File: config.mk
export PLATFORM = sky130hd
export DESIGN_NAME = alarm_sequencer
export DESIGN_NICKNAME = d
export VERILOG_FILES = /design/src/rtl/alarm_pkg.sv /design/src/rtl/tick_gen.sv /design/src/rtl/alarm_sequencer.sv
export SDC_FILE = /design/constraint.sdc
export NUM_CORES = 1
export LEC_CHECK = 0
export ABC_AREA = 1
export CORE_ASPECT_RATIO = 1.1
export CORE_MARGIN = 2
export CORE_UTILIZATION = 55
export CTS_CLUSTER_SIZE = 12
export DETAILED_ROUTE_END_ITERATION = 16
export PLACE_DENSITY = 0.76
export SLEW_MARGIN = 20
export SYNTH_ARGS = -nofsm -noshare
export SYNTH_HDL_FRONTEND = slang
export SYNTH_HIERARCHICAL = 1
export SYNTH_SLANG_ARGS = --single-unit
File: constraint.sdc
create_clock -name clk -period 2.7 [get_ports clk]
set_input_delay 0.405 -clock clk [delete_from_list [all_inputs] [get_ports clk]]
set_output_delay 0.405 -clock clk [all_outputs]
set_load 0.01 [all_outputs]
File: src/rtl/alarm_pkg.sv
// alarm_pkg: state encoding, 7-segment codes and BCD helpers shared by alarm_sequencer.
// Latency: none (types, constants and pure functions only).
// Backpressure: none.
package alarm_pkg;

  typedef enum logic [1:0] {
    ST_IDLE   = 2'b00,
    ST_RUN    = 2'b01,
    ST_ALARM  = 2'b10,
    ST_SNOOZE = 2'b11
  } state_e;

  // Two-digit BCD value, tens in the upper nibble.
  typedef struct packed {
    logic [3:0] tens;
    logic [3:0] ones;
  } bcd2_t;

  // Active-low digit commons.
  localparam logic [1:0] COM_ONES = 2'b10;
  localparam logic [1:0] COM_TENS = 2'b01;

  // Segment codes, bit order gfedcba, active-high.
  localparam logic [6:0] SEG_0     = 7'b0111111;
  localparam logic [6:0] SEG_1     = 7'b0000110;
  localparam logic [6:0] SEG_2     = 7'b1011011;
  localparam logic [6:0] SEG_3     = 7'b1001111;
  localparam logic [6:0] SEG_4     = 7'b1100110;
  localparam logic [6:0] SEG_5     = 7'b1101101;
  localparam logic [6:0] SEG_6     = 7'b1111101;
  localparam logic [6:0] SEG_7     = 7'b0000111;
  localparam logic [6:0] SEG_8     = 7'b1111111;
  localparam logic [6:0] SEG_9     = 7'b1100111;
  localparam logic [6:0] SEG_BLANK = 7'b0000000;

  function automatic logic [6:0] seg7(input logic [3:0] d);
    case (d)
      4'd0:    seg7 = SEG_0;
      4'd1:    seg7 = SEG_1;
      4'd2:    seg7 = SEG_2;
      4'd3:    seg7 = SEG_3;
      4'd4:    seg7 = SEG_4;
      4'd5:    seg7 = SEG_5;
      4'd6:    seg7 = SEG_6;
      4'd7:    seg7 = SEG_7;
      4'd8:    seg7 = SEG_8;
      4'd9:    seg7 = SEG_9;
      default: seg7 = SEG_BLANK;
    endcase
  endfunction

  // 00..99 BCD increment, 99 wraps to 00.
  function automatic bcd2_t bcd_inc(input bcd2_t v);
    bcd2_t r;
    r = v;
    if (v.ones == 4'd9) begin
      r.ones = 4'd0;
      r.tens = (v.tens == 4'd9) ? 4'd0 : v.tens + 4'd1;
    end else begin
      r.ones = v.ones + 4'd1;
    end
    return r;
  endfunction

endpackage

File: src/rtl/tick_gen.sv
// tick_gen: free-running divider producing a one-cycle tick every DIV enabled cycles.
// Latency: tick is combinational from the counter; first tick DIV cycles after clear/enable.
// Backpressure: none; clr and en are sampled every cycle.
// Ports: clk/rst_n clock and async active-low reset; clr forces the count to 0;
//        en lets the count advance (held at 0 when low); tick pulses when count == DIV-1.
module tick_gen #(
  parameter int DIV = 2
) (
  input  logic clk,
  input  logic rst_n,
  input  logic clr,
  input  logic en,
  output logic tick
);

  localparam int            CW   = (DIV > 1) ? $clog2(DIV) : 1;
  localparam logic [CW-1:0] LAST = CW'(DIV - 1);

  logic [CW-1:0] cnt_q;

  assign tick = en && (cnt_q == LAST);

  always_ff @(posedge clk or negedge rst_n) begin
    if (!rst_n) begin
      cnt_q <= '0;
    end else if (clr || !en || tick) begin
      cnt_q <= '0;
    end else begin
      cnt_q <= cnt_q + CW'(1);
    end
  end

endmodule

File: src/rtl/alarm_sequencer.sv
// alarm_sequencer: BCD 00-99 seconds counter with alarm/snooze FSM and 2-digit 7-seg scan.
// Latency: control pulses take effect on the next edge; o/com/sp/busy are registered.
// Backpressure: none; start/stop/snooze are one-cycle pulses sampled every cycle.
// Ports: clk, rst_n (async active-low); start/stop/snooze control pulses;
//        o segments gfedcba of the selected digit; com active-low commons (10=ones, 01=tens);
//        sp speaker enable; busy high outside IDLE; state current FSM state.
module alarm_sequencer
  import alarm_pkg::*;
#(
  parameter int TICK_DIV     = 10000000,
  parameter int SCAN_DIV     = 50000,
  parameter int ALARM_TENS   = 1,
  parameter int ALARM_ONES   = 9,
  parameter int BEEP_TICKS   = 5,
  parameter int SNOOZE_TICKS = 5
) (
  input  logic       clk,
  input  logic       rst_n,
  input  logic       start,
  input  logic       stop,
  input  logic       snooze,
  output logic [6:0] o,
  output logic [1:0] com,
  output logic       sp,
  output logic       busy,
  output logic [1:0] state
);

  localparam int BW = $clog2(BEEP_TICKS + 1);
  localparam int SW = $clog2(SNOOZE_TICKS + 1);

  localparam bcd2_t         ALARM_VAL = '{tens: 4'(ALARM_TENS), ones: 4'(ALARM_ONES)};
  localparam logic [BW-1:0] BEEP_LAST = BW'(BEEP_TICKS - 1);
  localparam logic [SW-1:0] SNZ_LAST  = SW'(SNOOZE_TICKS - 1);

  state_e        state_q, state_d;
  bcd2_t         digits_q, digits_d, digits_inc;
  logic [BW-1:0] beep_q, beep_d;
  logic [SW-1:0] snz_q, snz_d;
  logic [1:0]    com_q, com_d;
  logic [6:0]    o_q;
  logic          sp_q, busy_q;
  logic [3:0]    sel_digit;
  logic          cnt_tick, scan_tick;

  // Count prescaler: idle in IDLE and restarted on every state change so
  // each state sees a full TICK_DIV period before its first tick.
  tick_gen #(.DIV(TICK_DIV)) u_cnt_tick (
    .clk  (clk),
    .rst_n(rst_n),
    .clr  (state_d != state_q),
    .en   (state_q != ST_IDLE),
    .tick (cnt_tick)
  );

  tick_gen #(.DIV(SCAN_DIV)) u_scan_tick (
    .clk  (clk),
    .rst_n(rst_n),
    .clr  (1'b0),
    .en   (1'b1),
    .tick (scan_tick)
  );

  assign digits_inc = bcd_inc(digits_q);

  // Next-state: stop > snooze > start > tick. Ignored controls fall through
  // so a tick still lands in the same cycle.
  always_comb begin
    state_d  = state_q;
    digits_d = digits_q;
    beep_d   = beep_q;
    snz_d    = snz_q;
    if (stop) begin
      state_d  = ST_IDLE;
      digits_d = '0;
    end else if (snooze && state_q == ST_ALARM) begin
      state_d = ST_SNOOZE;
    end else if (start && state_q == ST_IDLE) begin
      state_d = ST_RUN;
    end else if (cnt_tick) begin
      case (state_q)
        ST_RUN: begin
          digits_d = digits_inc;
          if (digits_inc == ALARM_VAL) state_d = ST_ALARM;
        end
        ST_ALARM: begin
          if (beep_q == BEEP_LAST) begin
            state_d  = ST_IDLE;
            digits_d = '0;
          end else begin
            beep_d = beep_q + BW'(1);
          end
        end
        ST_SNOOZE: begin
          if (snz_q == SNZ_LAST) state_d = ST_ALARM;
          else                   snz_d   = snz_q + SW'(1);
        end
        default: ;
      endcase
    end
    // Tick counters are per-visit: every entry into ALARM/SNOOZE starts at 0.
    if (state_d != state_q) begin
      beep_d = '0;
      snz_d  = '0;
    end
  end

  // Display: the registered o is built from next-cycle com and digits so it
  // always matches the com value and count it is shown with.
  always_comb begin
    com_d     = scan_tick ? ~com_q : com_q;
    sel_digit = (com_d == COM_ONES) ? digits_d.ones : digits_d.tens;
  end

  always_ff @(posedge clk or negedge rst_n) begin
    if (!rst_n) begin
      state_q  <= ST_IDLE;
      digits_q <= '0;
      beep_q   <= '0;
      snz_q    <= '0;
      com_q    <= COM_ONES;
      o_q      <= SEG_0;
      sp_q     <= 1'b0;
      busy_q   <= 1'b0;
    end else begin
      state_q  <= state_d;
      digits_q <= digits_d;
      beep_q   <= beep_d;
      snz_q    <= snz_d;
      com_q    <= com_d;
      o_q      <= seg7(sel_digit);
      sp_q     <= (state_d == ST_ALARM);
      busy_q   <= (state_d != ST_IDLE);
    end
  end

  assign o     = o_q;
  assign com   = com_q;
  assign sp    = sp_q;
  assign busy  = busy_q;
  assign state = state_q;

endmodule
==> impl_metrics.csv <==
group,metric,value,unit
run_status,status,"finished clean",
timing,fin_crit,2.67,ns
timing,fin_skew,0.00955,ns
clock_network,clock_sinks,67,
power_and_ir_drop,p_per_area,418,nW/um^2
timing,grt_setup_unrepaired,"true",
synth,synth-seq-cells,67,
cells_and_area,drive_above_1_share,25.5,%
synth,syn_avg_cell_area,7.50,um^2
synth,synth_top_area_share,35.1,%
synth,ys.warnings.count,6,
critical_path,crit_type,"register to register",
route,wl_per_cell,13.0,um
floorplanning,start_util,57.0,%
power_and_ir_drop,p_leak,0.00231,uW
clock_network,cts-root-buf,"clkbuf_8",
grt,grt_pass1_wl,16000,um
critical_path,critPathMaxFanout,4,
floorplanning,ios,18,
critical_path,end_kind,"register",
synth,synthesis.instances,571,
clock_network,clock_latency,0.35,ns
clock_network,htree_num_levels,3,
worst_hold_path,hold_path.class,"input pin to asynchronous set/reset pin",
timing,slew_violations,0,
clock_network,cts_tree,"done",
route,dr.pass1.iters,7,
power_and_ir_drop,ir_drop,0.304,mV
synth,synth_fa_ha_area_share,5.26,%
synth,synthMuxAreaShare,0,%
timing,hold_viol,0,
timing,tightest_slew,0.508,ns
timing,final-setup-viol-count,0,
critical_path,critical_path_required,2.99,ns
synth,synth_compound_area_share,4.62,%
place,dp_cells,715,
timing,tns,0,ns
grt,grt_pass1_vias,3633,
grt,antenna_found_initial,0,
route,final_antenna_net_count,0,
clock_network,clk_pin_slew,0.08,ns
grt,grt-ovfl-total,0,
route,routed_wl,9680,um
place,hpwlAfterDp,6790,um
synth,synthDistinctLibCells,33,
place,place_congestion,0.964,
clock_network,cts_max_path_buffers,2,
synth,syn_area,4280,um^2
cells_and_area,layout_common_cells,"149 x nand2_1, 88 x nor2_1, 58 x dfrtp_1, 53 x inv_1, 32 x buf_4",
cells_and_area,fin_nets,656,
floorplanning,die_area,8510,um^2
synth,synth_xor_area_share,5.32,%
floorplanning,die_w,88.1,um
cells_and_area,antenna_cells,0,
synth,synth.area.top_cells,"dfrtp_1 35%, nand2_1 13%, nor2_1 8.5%",
critical_path,start_kind,"register",
place,io_buffers,17,
critical_path,rr_worst_depth,20,
critical_path,timing.rr.start,"u_cnt_tick/cnt_q[12]",
clock_network,cts_buffers,9,
route,viasPerCell,5.13,
timing,holdWs,0.460,ns
cells_and_area,layout_commonest_cell,"nand2_1",
synth,synth_top_family_by_area,"simple AND/OR/NAND/NOR gates",
timing,finalCritPeriodShare,98.8,%
cells_and_area,fin_cells,743,
cells_and_area,areaGrowthSynthToFinish,21.4,%
critical_path,crit_arrival,2.96,ns
critical_path,critPathLaunch,"u_cnt_tick/cnt_q[12]",
floorplanning,die_height,96.5,um
timing,max-slew-margin-rel,65.9,%
timing,fmax,375,MHz
synth,synthSimpleGateAreaFrac,37.8,%
synth,synth_top_area_cell,"dfrtp_1",
route,post-route-drc-count,0,
grt,grt_use_total,24.3,%
route,initialDrtViolationCount,242,
route,vias,3813,
floorplanning,fp.coreArea,7510,um^2
flow_run,maxCapViolCount,0,
synth,ys_seq_area_share,39.4,%
floorplanning,rows,33,
grt,grt_max_degree,36,
## state kept, by name, indices dropped and copies added, names as in the netlist
register           flops
state                  2
o                      7
u_cnt_tick/cnt_q      24
sp                     1
beep_q                 3
u_scan_tick/cnt_q     16
com                    2
digits_q               8
busy                   1
snz_q                  3
## cells in the mapped netlist (all sizes together)
cell type / n
a21oi: 12
a221oi: 1
buf: 3
conb: 2
dfrtp: 60
dfstp: 7
ha: 18
inv: 71
nand2: 177
nand3: 33
nand4: 10
nor2: 125
nor3: 4
nor4: 2
o211ai: 2
o21ai: 11
o21bai: 4
o22ai: 1
or2: 2
xnor2: 10
xor2: 16
## where the power goes
| group | switching [uW] | internal (uW) | total [uW] |
|---|---|---|---|
| clock network | 404 | 611 | 1020 |
| registers | 3.92 | 1010 | 1010 |
| logic | 92.3 | 50.3 | 143 |
| total | 500 | 1670 | 2170 |
## stage by stage
stage / worst slack [ns] / cell area (um^2) / utilization [%] / power, uW
6_report: 0.0313 / 5200 / 69.1 / 2170
4_1_cts: 0.00474 / 5000 / 66.6 / 2170
2_1_floorplan: 0.000772 / 4290 / - / 1100
5_1_grt: -0.0924 / 5200 / 69.1 / 2250
3_5_place_dp: -0.0895 / 4720 / 62.8 / 1140
3_3_place_gp: 0.0654 / 4720 / 62.8 / 1140
## area by class of cell
type                            count  area (um^2)
Tap cell                          105          131
Clock inverter                      7          116
Timing Repair Buffer               51          435
Fill cell                         601         2320
Clock buffer                        9          124
Inverter                           71          272
Multi-Input combinational cell    433         2430
Sequential cell                    67         1690
## path summary, 6_finish.rpt
| check | slack [ns] | to |
|---|---|---|
| max in group asynchronous | 1.47 | o[3] |
| max reg2reg | 0.03 | o[0] |
| max | 0.03 | o[0] |
| min | 0.46 | u_scan_tick/cnt_q[8] |
| min reg2reg | 0.49 | u_scan_tick/cnt_q[0] |
| min in group clk | 0.49 | u_scan_tick/cnt_q[0] |
## cells by family (layout without fill, tap and decap cells)
group                      after synthesis  after routing
xor gates and xnor gates                26             26
adders and majority gates               18             18
and+or+nand+nor                        353            355
AOI/OAI and AO/OA                       31             31
buffers and inverters                   74            138
other                                    2              3
DFF                                     67             67
## metal layers
layer  routed length [um]  GRT usage (%)  vias to the layer above
li1                     -              -                     1882
met1                 4130           28.8                     1775
met2                 4840           42.0                      127
met3                  432           5.52                       29
met4                  276           11.2                        0
met5                    0              0                        -
## worst max-delay path, cell delays in order (launching register included)
cell and delay, ns:
dfrtp_1 0.38, inv_1 0.07, nor2_1 0.15, nand2_1 0.09, nor3_2 0.11, nand4_1 0.17
nor2_2 0.17, nand2_2 0.08, nor2_4 0.16, nand2_2 0.10, inv_2 0.11, o21ai_2 0.06
o22ai_1 0.12, nand2_1 0.11, nand2_2 0.09, o21ai_4 0.08, buf_4 0.16, ha_1 0.17
o21ai_1 0.12, nand2_1 0.06, nand2_1 0.05
## what timing repair did
item	CTS	global route
pin swaps	2	14
resized for setup	6	34
cloned	1	1
endpoints found under the setup margin	27	31
hold endpoints to repair	11	0
buffers inserted	0	9
hold buffers	1	0
(Power assumes the default switching activity.)
